==> config.mk <==
export PLATFORM = sky130hd
export DESIGN_NAME = multicycle_control
export DESIGN_NICKNAME = d
export VERILOG_FILES = /design/src/rtl/ctrl_pkg.sv /design/src/rtl/multicycle_control.sv
export SDC_FILE = /design/constraint.sdc
export NUM_CORES = 1
export LEC_CHECK = 0
export ABC_AREA = 1
export CORE_MARGIN = 2
export CORE_UTILIZATION = 45
export DETAILED_ROUTE_END_ITERATION = 7
export GPL_TIMING_DRIVEN = 1
export PLACE_DENSITY_LB_ADDON = 0.15
export SLEW_MARGIN = 15
export SYNTH_ARGS = -nofsm -noshare
export SYNTH_HDL_FRONTEND = slang
export SYNTH_SLANG_ARGS = --single-unit
==> constraint.sdc <==
create_clock -name clk -period 1.5 [get_ports clk]
set_input_delay 0.3 -clock clk [delete_from_list [all_inputs] [get_ports clk]]
set_output_delay 0.3 -clock clk [all_outputs]
set_load 0.01 [all_outputs]
==> src/rtl/ctrl_pkg.sv <==
// Shared definitions for the multicycle datapath controller: FSM states,
// decoded opcodes and ALU operation selects.
package ctrl_pkg;

    typedef enum logic [3:0] {
        IDLE      = 4'd0,
        FETCH     = 4'd1,
        DECODE    = 4'd2,
        MEM_ADDR  = 4'd3,
        MEM_READ  = 4'd4,
        MEM_WB    = 4'd5,
        MEM_WRITE = 4'd6,
        EXECUTE   = 4'd7,
        ALU_WB    = 4'd8,
        BRANCH    = 4'd9,
        TRAP      = 4'd10
    } state_t;

    localparam logic [6:0] OP_LOAD   = 7'b0000011;
    localparam logic [6:0] OP_STORE  = 7'b0100011;
    localparam logic [6:0] OP_RTYPE  = 7'b0110011;
    localparam logic [6:0] OP_BRANCH = 7'b1100011;

    localparam logic [1:0] ALUOP_ADD   = 2'b00;
    localparam logic [1:0] ALUOP_SUB   = 2'b01;
    localparam logic [1:0] ALUOP_FUNCT = 2'b10;

endpackage

==> src/rtl/multicycle_control.sv <==
// Moore-style control FSM for a multicycle load/store/R-type/branch core,
// with stall freezing, sticky illegal-opcode trap and a retired-instruction counter.
module multicycle_control
    import ctrl_pkg::*;
#(
    parameter int unsigned CNT_W = 32
) (
    input  logic             clk,
    input  logic             rst,
    input  logic [6:0]       opcode,
    input  logic             memReady,
    input  logic             stall,
    output logic             pcWrite,
    output logic             pcWriteCond,
    output logic             iorD,
    output logic             memRead,
    output logic             memWrite,
    output logic             irWrite,
    output logic             memToReg,
    output logic             regWrite,
    output logic             aluSrcA,
    output logic             pcSource,
    output logic [1:0]       aluSrcB,
    output logic [1:0]       aluOp,
    output logic             illegalInstr,
    output logic [CNT_W-1:0] instret,
    output logic [3:0]       state
);

    state_t cur_state;
    state_t nxt_state;
    logic   armed;
    logic   retire;

    // IDLE waits for one full clock after reset release: the first edge
    // only arms, the second edge moves on to FETCH.
    always_ff @(posedge clk or posedge rst) begin
        if (rst) begin
            cur_state <= IDLE;
            armed     <= 1'b0;
            instret   <= '0;
        end else if (!stall) begin
            cur_state <= nxt_state;
            if (cur_state == IDLE)
                armed <= 1'b1;
            if (retire)
                instret <= instret + CNT_W'(1);
        end
    end

    always_comb begin
        retire = 1'b0;
        case (cur_state)
            MEM_WB, ALU_WB, BRANCH: retire = 1'b1;
            MEM_WRITE:              retire = memReady;
            default:                retire = 1'b0;
        endcase
    end

    always_comb begin
        nxt_state = cur_state;
        case (cur_state)
            IDLE:      nxt_state = armed ? FETCH : IDLE;
            FETCH:     if (memReady) nxt_state = DECODE;
            DECODE: begin
                case (opcode)
                    OP_LOAD, OP_STORE: nxt_state = MEM_ADDR;
                    OP_RTYPE:          nxt_state = EXECUTE;
                    OP_BRANCH:         nxt_state = BRANCH;
                    default:           nxt_state = TRAP;
                endcase
            end
            MEM_ADDR:  nxt_state = (opcode == OP_LOAD) ? MEM_READ : MEM_WRITE;
            MEM_READ:  if (memReady) nxt_state = MEM_WB;
            MEM_WRITE: if (memReady) nxt_state = FETCH;
            MEM_WB:    nxt_state = FETCH;
            EXECUTE:   nxt_state = ALU_WB;
            ALU_WB:    nxt_state = FETCH;
            BRANCH:    nxt_state = FETCH;
            TRAP:      nxt_state = TRAP;
            default:   nxt_state = IDLE;
        endcase
    end

    always_comb begin
        pcWrite      = 1'b0;
        pcWriteCond  = 1'b0;
        iorD         = 1'b0;
        memRead      = 1'b0;
        memWrite     = 1'b0;
        irWrite      = 1'b0;
        memToReg     = 1'b0;
        regWrite     = 1'b0;
        aluSrcA      = 1'b0;
        pcSource     = 1'b0;
        aluSrcB      = 2'b00;
        aluOp        = ALUOP_ADD;
        illegalInstr = 1'b0;
        case (cur_state)
            FETCH: begin
                memRead = 1'b1;
                aluSrcB = 2'b01;
                irWrite = memReady;
                pcWrite = memReady;
            end
            DECODE:    aluSrcB = 2'b11;
            MEM_ADDR: begin
                aluSrcA = 1'b1;
                aluSrcB = 2'b10;
            end
            MEM_READ: begin
                memRead = 1'b1;
                iorD    = 1'b1;
            end
            MEM_WB: begin
                regWrite = 1'b1;
                memToReg = 1'b1;
            end
            MEM_WRITE: begin
                memWrite = 1'b1;
                iorD     = 1'b1;
            end
            EXECUTE: begin
                aluSrcA = 1'b1;
                aluOp   = ALUOP_FUNCT;
            end
            ALU_WB:    regWrite = 1'b1;
            BRANCH: begin
                aluSrcA     = 1'b1;
                aluOp       = ALUOP_SUB;
                pcWriteCond = 1'b1;
                pcSource    = 1'b1;
            end
            TRAP:      illegalInstr = 1'b1;
            default: ;
        endcase
        // A stalled cycle must not commit anything, whatever the state.
        if (stall) begin
            pcWrite     = 1'b0;
            pcWriteCond = 1'b0;
            irWrite     = 1'b0;
            regWrite    = 1'b0;
            memWrite    = 1'b0;
        end
    end

    assign state = cur_state;

endmodule

After elaboration in Yosys (flattened, before gate mapping)
Index checks and enable logic that the tools add are counted. W data, S select, Z words.

Register bits: 37. Bits in latches: 0. Memory bits (writable): 0. ROM bits: 0. Input port bits: 11. Output and inout bits: 51. Memories: 0.

Add/sub/neg operators: 1. Multipliers: 0. Divide/modulo/power cells: 0. Magnitude comparators: 0. Eq/ne operators: 17. Shifts and indexed selects: 0. Mux-type cells: 23. Bitwise operators: 1. Reductions and logical operators: 10.

Operators by type and width (count): $pmux W4 S9 (1); $add A32 B1 Y32 const B (1); $eq A4 B3 Y1 const B (4); $eq A7 B6 Y1 const B (2); $mux W1 (14); $eq A4 B4 Y1 const B (3); $mux W4 (3); $pmux W4 S3 (1); $eq A4 B2 Y1 const B (2); $reduce_or A2 Y1 (4); $eq A7 B2 Y1 const B (1); $eq A7 B7 Y1 const B (1); $ne A2 B2 Y1 const B (3); $pmux W2 S3 (1); $reduce_or A3 Y1 (2); $eq A4 B1 Y1 const B (1); $logic_not A4 Y1 (1); $pmux W2 S2 (1); $reduce_and A2 Y1 (2); $reduce_and A4 Y1 (1); $mux W2 (1); $pmux W1 S2 (1); $not A1 Y1 (1).

Depth between registers and ports, before layout
Word-level depth: 4. Gate-level depth with buffers: 11. Mapped depth without buffers: 10.

Worst setup path before layout
OpenSTA, ideal clock, no wires.

Path type: register to register. Start: reg instret[0]. End: reg instret[10]. Library setup time: 0.127 ns. Arrival: 1.403 ns. Path slack: -0.030 ns. Stages on the path, launching flop included: 8. Buffers on the path: 0. Clock period less this slack: 1.530 ns. Cells stage by stage: dfrtp_1 -> ha_1 -> nand2_1 -> nor2_1 -> nand2_1 -> nor2_1 -> nand2_2 -> xnor2_2.

Word-level cells in the longest chain between the ends: 1.

RTL lines: start, declared (line multicycle_control.sv:26) `output logic [CNT_W-1:0] instret,`; start signal, assigned (line multicycle_control.sv:47) `instret <= instret + CNT_W'(1);`; $add A32 B1 Y32 (line multicycle_control.sv:47).

No other way between the ends. A chain may end at the register's enable or synchronous reset.

Final worst setup path
Start: reg cur_state[1] (netlist: state[1]). End: reg instret[12].

Word-level cells in the longest chain between the ends: 4. Elaborated cells between the ends (all ways): 7. Those cells by class: eq/ne (4); mux (1); reduce/logical (2).

RTL lines: start, declared (line multicycle_control.sv:30) `state_t cur_state;`; start signal, assigned (line multicycle_control.sv:43) `cur_state <= nxt_state;`; $eq A4 B4 Y1 / $eq A4 B3 Y1 (equally long branches) (line multicycle_control.sv:53) `case (cur_state)`; $reduce_or A3 Y1 (no line); $pmux W1 S2 (*) (line multicycle_control.sv:53); $reduce_and A2 Y1 (no line) (*).

Mark *: on every way between the ends. The rest lies on a longest branch, timed or not.

==> results.md <==
* Setup WS post-layout at -0.2633 ns
* Rel. slew slack at 77.30%
* Leakage at 2.545 nW
* Die area at 6437 µm²
* Maxcap violations at 0
* H-Tree Level Count at 2
* Gate power share at 62.0%
* Area growth, synth to finish at 71.44%
* Initial DRT Pass Iterations at 7
* Peak supply drop at 0.9248 mV
* Critical Path RT at 1.69 ns
* Post-Synthesis Cells at 410
* Internal power at 0.003161 W
* Netlist area before placement at 2615 µm²
* Critical Path End: instret[12]$_DFFE_PP0P_
* ANT nets after route at 0
* Endpoint class of the critical path: register
* Starting Density at 46.91%
* Ports at 62
* Violated checks: setup timing
* Synth Flop Type: dfrtp_1
* Arr. time, crit path at 1.95 ns
* Drt total wl at 9464 µm
* Final-report hold violation count at 0
* RR Startpoint: state[1]$_DFFE_PP0P_
* Setup Skew at 0.009884 ns
* Remaining DRCs at 0
* Post-Synth Adder-Cell Area at 0.4785%
* First-pass GRT wire length at 15190 µm
* Clock Path Buffers at 2
* Compound-Gate Fraction of Synth Area at 2.105%
* CTS buffer count at 5
* Final setup fails at 47
* Netlist cell types at 22
* Post-synth net total at 422
* Die width at 80.23 µm
* Reg power frac at 23.6%
* Chip height at 80.23 µm
* Via count at 3331
* Hold Path Class: in -> async
* Mux share of post-synthesis cell area at 0%
* Max-slew violation count at 0
* Final #Nets at 573
* Share of cells above drive strength 1 at 37.37%
* Tot GR Track Use at 30.39%
* Post-Synth XOR/XNOR Area at 5.789%
* Mean Syn Cell Area at 6.378 µm²
* CP Max Fanout at 8
* Cell area after placement at 3636 µm²
* CTS tree: done
* Status: finished with violations
* Setup crit start: state[1]$_DFFE_PP0P_
* Most numerous cell in the Yosys netlist: nand2_1
* Clock Latency Late Sink at 0.31 ns
* Register area share after synthesis at 35.41%
* Initial antenna violation count at 0
* Setup CP Type: reg -> reg
* Total power at 0.005369 W
* Core footprint at 5574 µm²
* Overflow after GRT at 0
* PortBufs at 61
* RSZ-0062 raised after global routing: true
* Worst R2R End: instret[12]$_DFFE_PP0P_
* Main combinational cell family by area after synthesis: simple AND/OR/NAND/NOR gates
* Yosys warns at 0
* Routed vias/inst at 5.254
* Fill cells at 397
* Layout Cell Area excl Fill at 4483 µm²
* Pin count of the biggest net entering global routing at 34
* CTS clk-pin slew, worst paths at 0.08 ns
* Flops & latches, synth at 37
* Synth top area share at 35.41%
* Largest area contributor in the netlist: dfrtp_1
* Commonest cells in the netlist: 166 x nand2_1, 70 x nor2_1, 53 x inv_1
* Pwr Density at 1198 nW/µm²
* Number of enable flip-flop cells after synthesis at 0
* Vias in the first global route at 3298
* Clk pwr share at 14.4%
* Core Rows at 27
* Synth Area in Simple Gates at 45.55%
* Startpoint types: register
* Worst-margin pin slew at 0.3392 ns
* Final period utilization at 117.6%
* R2R depth at 11
* Clock sinks at 37
* FFs w/ async S/R, synth at 100.0%
* Initial DRC Count at 271
* Ant diodes at 0
* Placer Congestion at 0.9468
* Hpwl dp at 5588 µm
* Switching share of power at 41.12%
* Synth area leaders: dfrtp_1 35%, nand2_1 24%, nor2_1 10%
* Avg WL per Cell at 14.93 µm
* Min Clock Period, post-route at 1.763 ns
* Flop2flop setup slack at -0.26 ns
* FMAX at 567.1 MHz
* CTS Root Cell: clkbuf_8
* Total net switching power at 0.002207 W
metrics by stage:
stage | hold slack [ns] | setup slack [ns] | util [%] | setup TNS, ns | instances
2_1_floorplan | 0.4073 | -0.007055 | - | -0.007055 | 410
3_3_place_gp | 0.4570 | -0.4161 | 65.23 | -13.59 | 578
3_5_place_dp | 0.4585 | -0.4177 | 65.23 | -14.20 | 578
4_1_cts | 0.2865 | -0.2252 | 78.27 | -6.280 | 635
5_1_grt | 0.3095 | -0.3143 | 80.43 | -11.67 | 634
6_report | 0.2876 | -0.2633 | 80.43 | -8.745 | 634
cell usage in the layout (no fill, tap or decap), types with 3 or more instances in the layout:
| master | Yosys | routed |
|---|---|---|
| o21ai_1 | 0 | 3 |
| buf_2 | 0 | 12 |
| nor2_4 | 0 | 10 |
| dfrtp_1 | 37 | 27 |
| xor2_1 | 8 | 8 |
| nor2_2 | 2 | 5 |
| nand3_1 | 22 | 17 |
| clkbuf_8 | 0 | 6 |
| dlymetal6s2s_1 | 0 | 13 |
| dlygate4sd2_1 | 0 | 20 |
| nor2_1 | 70 | 57 |
| dfrtp_2 | 0 | 10 |
| buf_12 | 1 | 8 |
| nor3_4 | 1 | 3 |
| inv_1 | 53 | 45 |
| nand3_2 | 0 | 4 |
| clkdlybuf4s50_1 | 0 | 9 |
| inv_2 | 1 | 7 |
| o21ai_2 | 0 | 3 |
| nand4_1 | 7 | 7 |
| nand2_2 | 11 | 23 |
| buf_6 | 3 | 16 |
| nand2_1 | 166 | 138 |
| buf_4 | 3 | 69 |
| xnor2_2 | 5 | 5 |
| nand2_4 | 1 | 16 |
cell families after synthesis:
logic type      Yosys count
fa+ha+maj                 1
simple gates            287
flops                    37
compound gates           11
xor+xnor                 13
buf+inv                  61
layer usage:
metal | GRT usage (%) | wire (µm) | up-vias
met5 | 0 | 0 | -
met4 | 13.22 | 352 | 0
met3 | 7.303 | 702 | 52
met2 | 52.75 | 4781 | 184
met1 | 35.48 | 3627 | 1552
li1 | - | - | 1543
sequential cells by signal, indices dropped and copies added, names as in the netlist:
| signal | cells |
|---|---|
| state | 4 |
| instret | 32 |
| armed | 1 |
timing repair:
| item | in CTS | in global routing |
|---|---|---|
| setup endpoints to repair | 83 | 68 |
| gates cloned | 4 | 0 |
| resized for setup | 156 | 75 |
| hold buffers | 0 | 0 |
| buffers inserted | 45 | 3 |
| pin swaps | 26 | 24 |
critical path, stage by stage (launching register included):
cell and delay, ns:
dfrtp_1 0.43, buf_6 0.14, nor2_4 0.16, nand2_2 0.10, buf_6 0.14, nand2_4 0.07
nand2_4 0.07, nand2_8 0.08, buf_12 0.12, buf_12 0.14, nand2_4 0.05, xor2_1 0.15
worst min path at each step:
stage / end / slack [ns] / depth (start not counted)
2_1_floorplan: armed$_DFFE_PP0P_ / 0.41 / 1
3_3_place_gp: armed$_DFFE_PP0P_ / 0.46 / 2
3_5_place_dp: armed$_DFFE_PP0P_ / 0.46 / 2
4_1_cts: armed$_DFFE_PP0P_ / 0.29 / 2
5_1_grt: armed$_DFFE_PP0P_ / 0.31 / 2
6_report: armed$_DFFE_PP0P_ / 0.29 / 2
power by group through the flow:
stage | clock (W) | combinational [W] | sequential, W
6_report | 0.000773 | 0.00333 | 0.00127
4_1_cts | 0.000779 | 0.00307 | 0.00124
3_3_place_gp | 0 | 0.00221 | 0.00129
3_5_place_dp | 0 | 0.00224 | 0.00129
2_1_floorplan | 0 | 0.000958 | 0.00136
5_1_grt | 0.000820 | 0.00354 | 0.00128
layout make-up:
class / count / area (µm²) / area share [%]
flip-flops and latches: 37 / 938.4 / 20.93
multi-input cells: 312 / 1729 / 38.57
clock buffers: 6 / 82.58 / 1.842
inverters: 54 / 217.7 / 4.856
clock inverters: 2 / 13.76 / 0.3070
well taps: 72 / 90.09 / 2.009
repair buffers: 151 / 1411 / 31.48
Note: power is estimated with default switching activity, not from simulation.
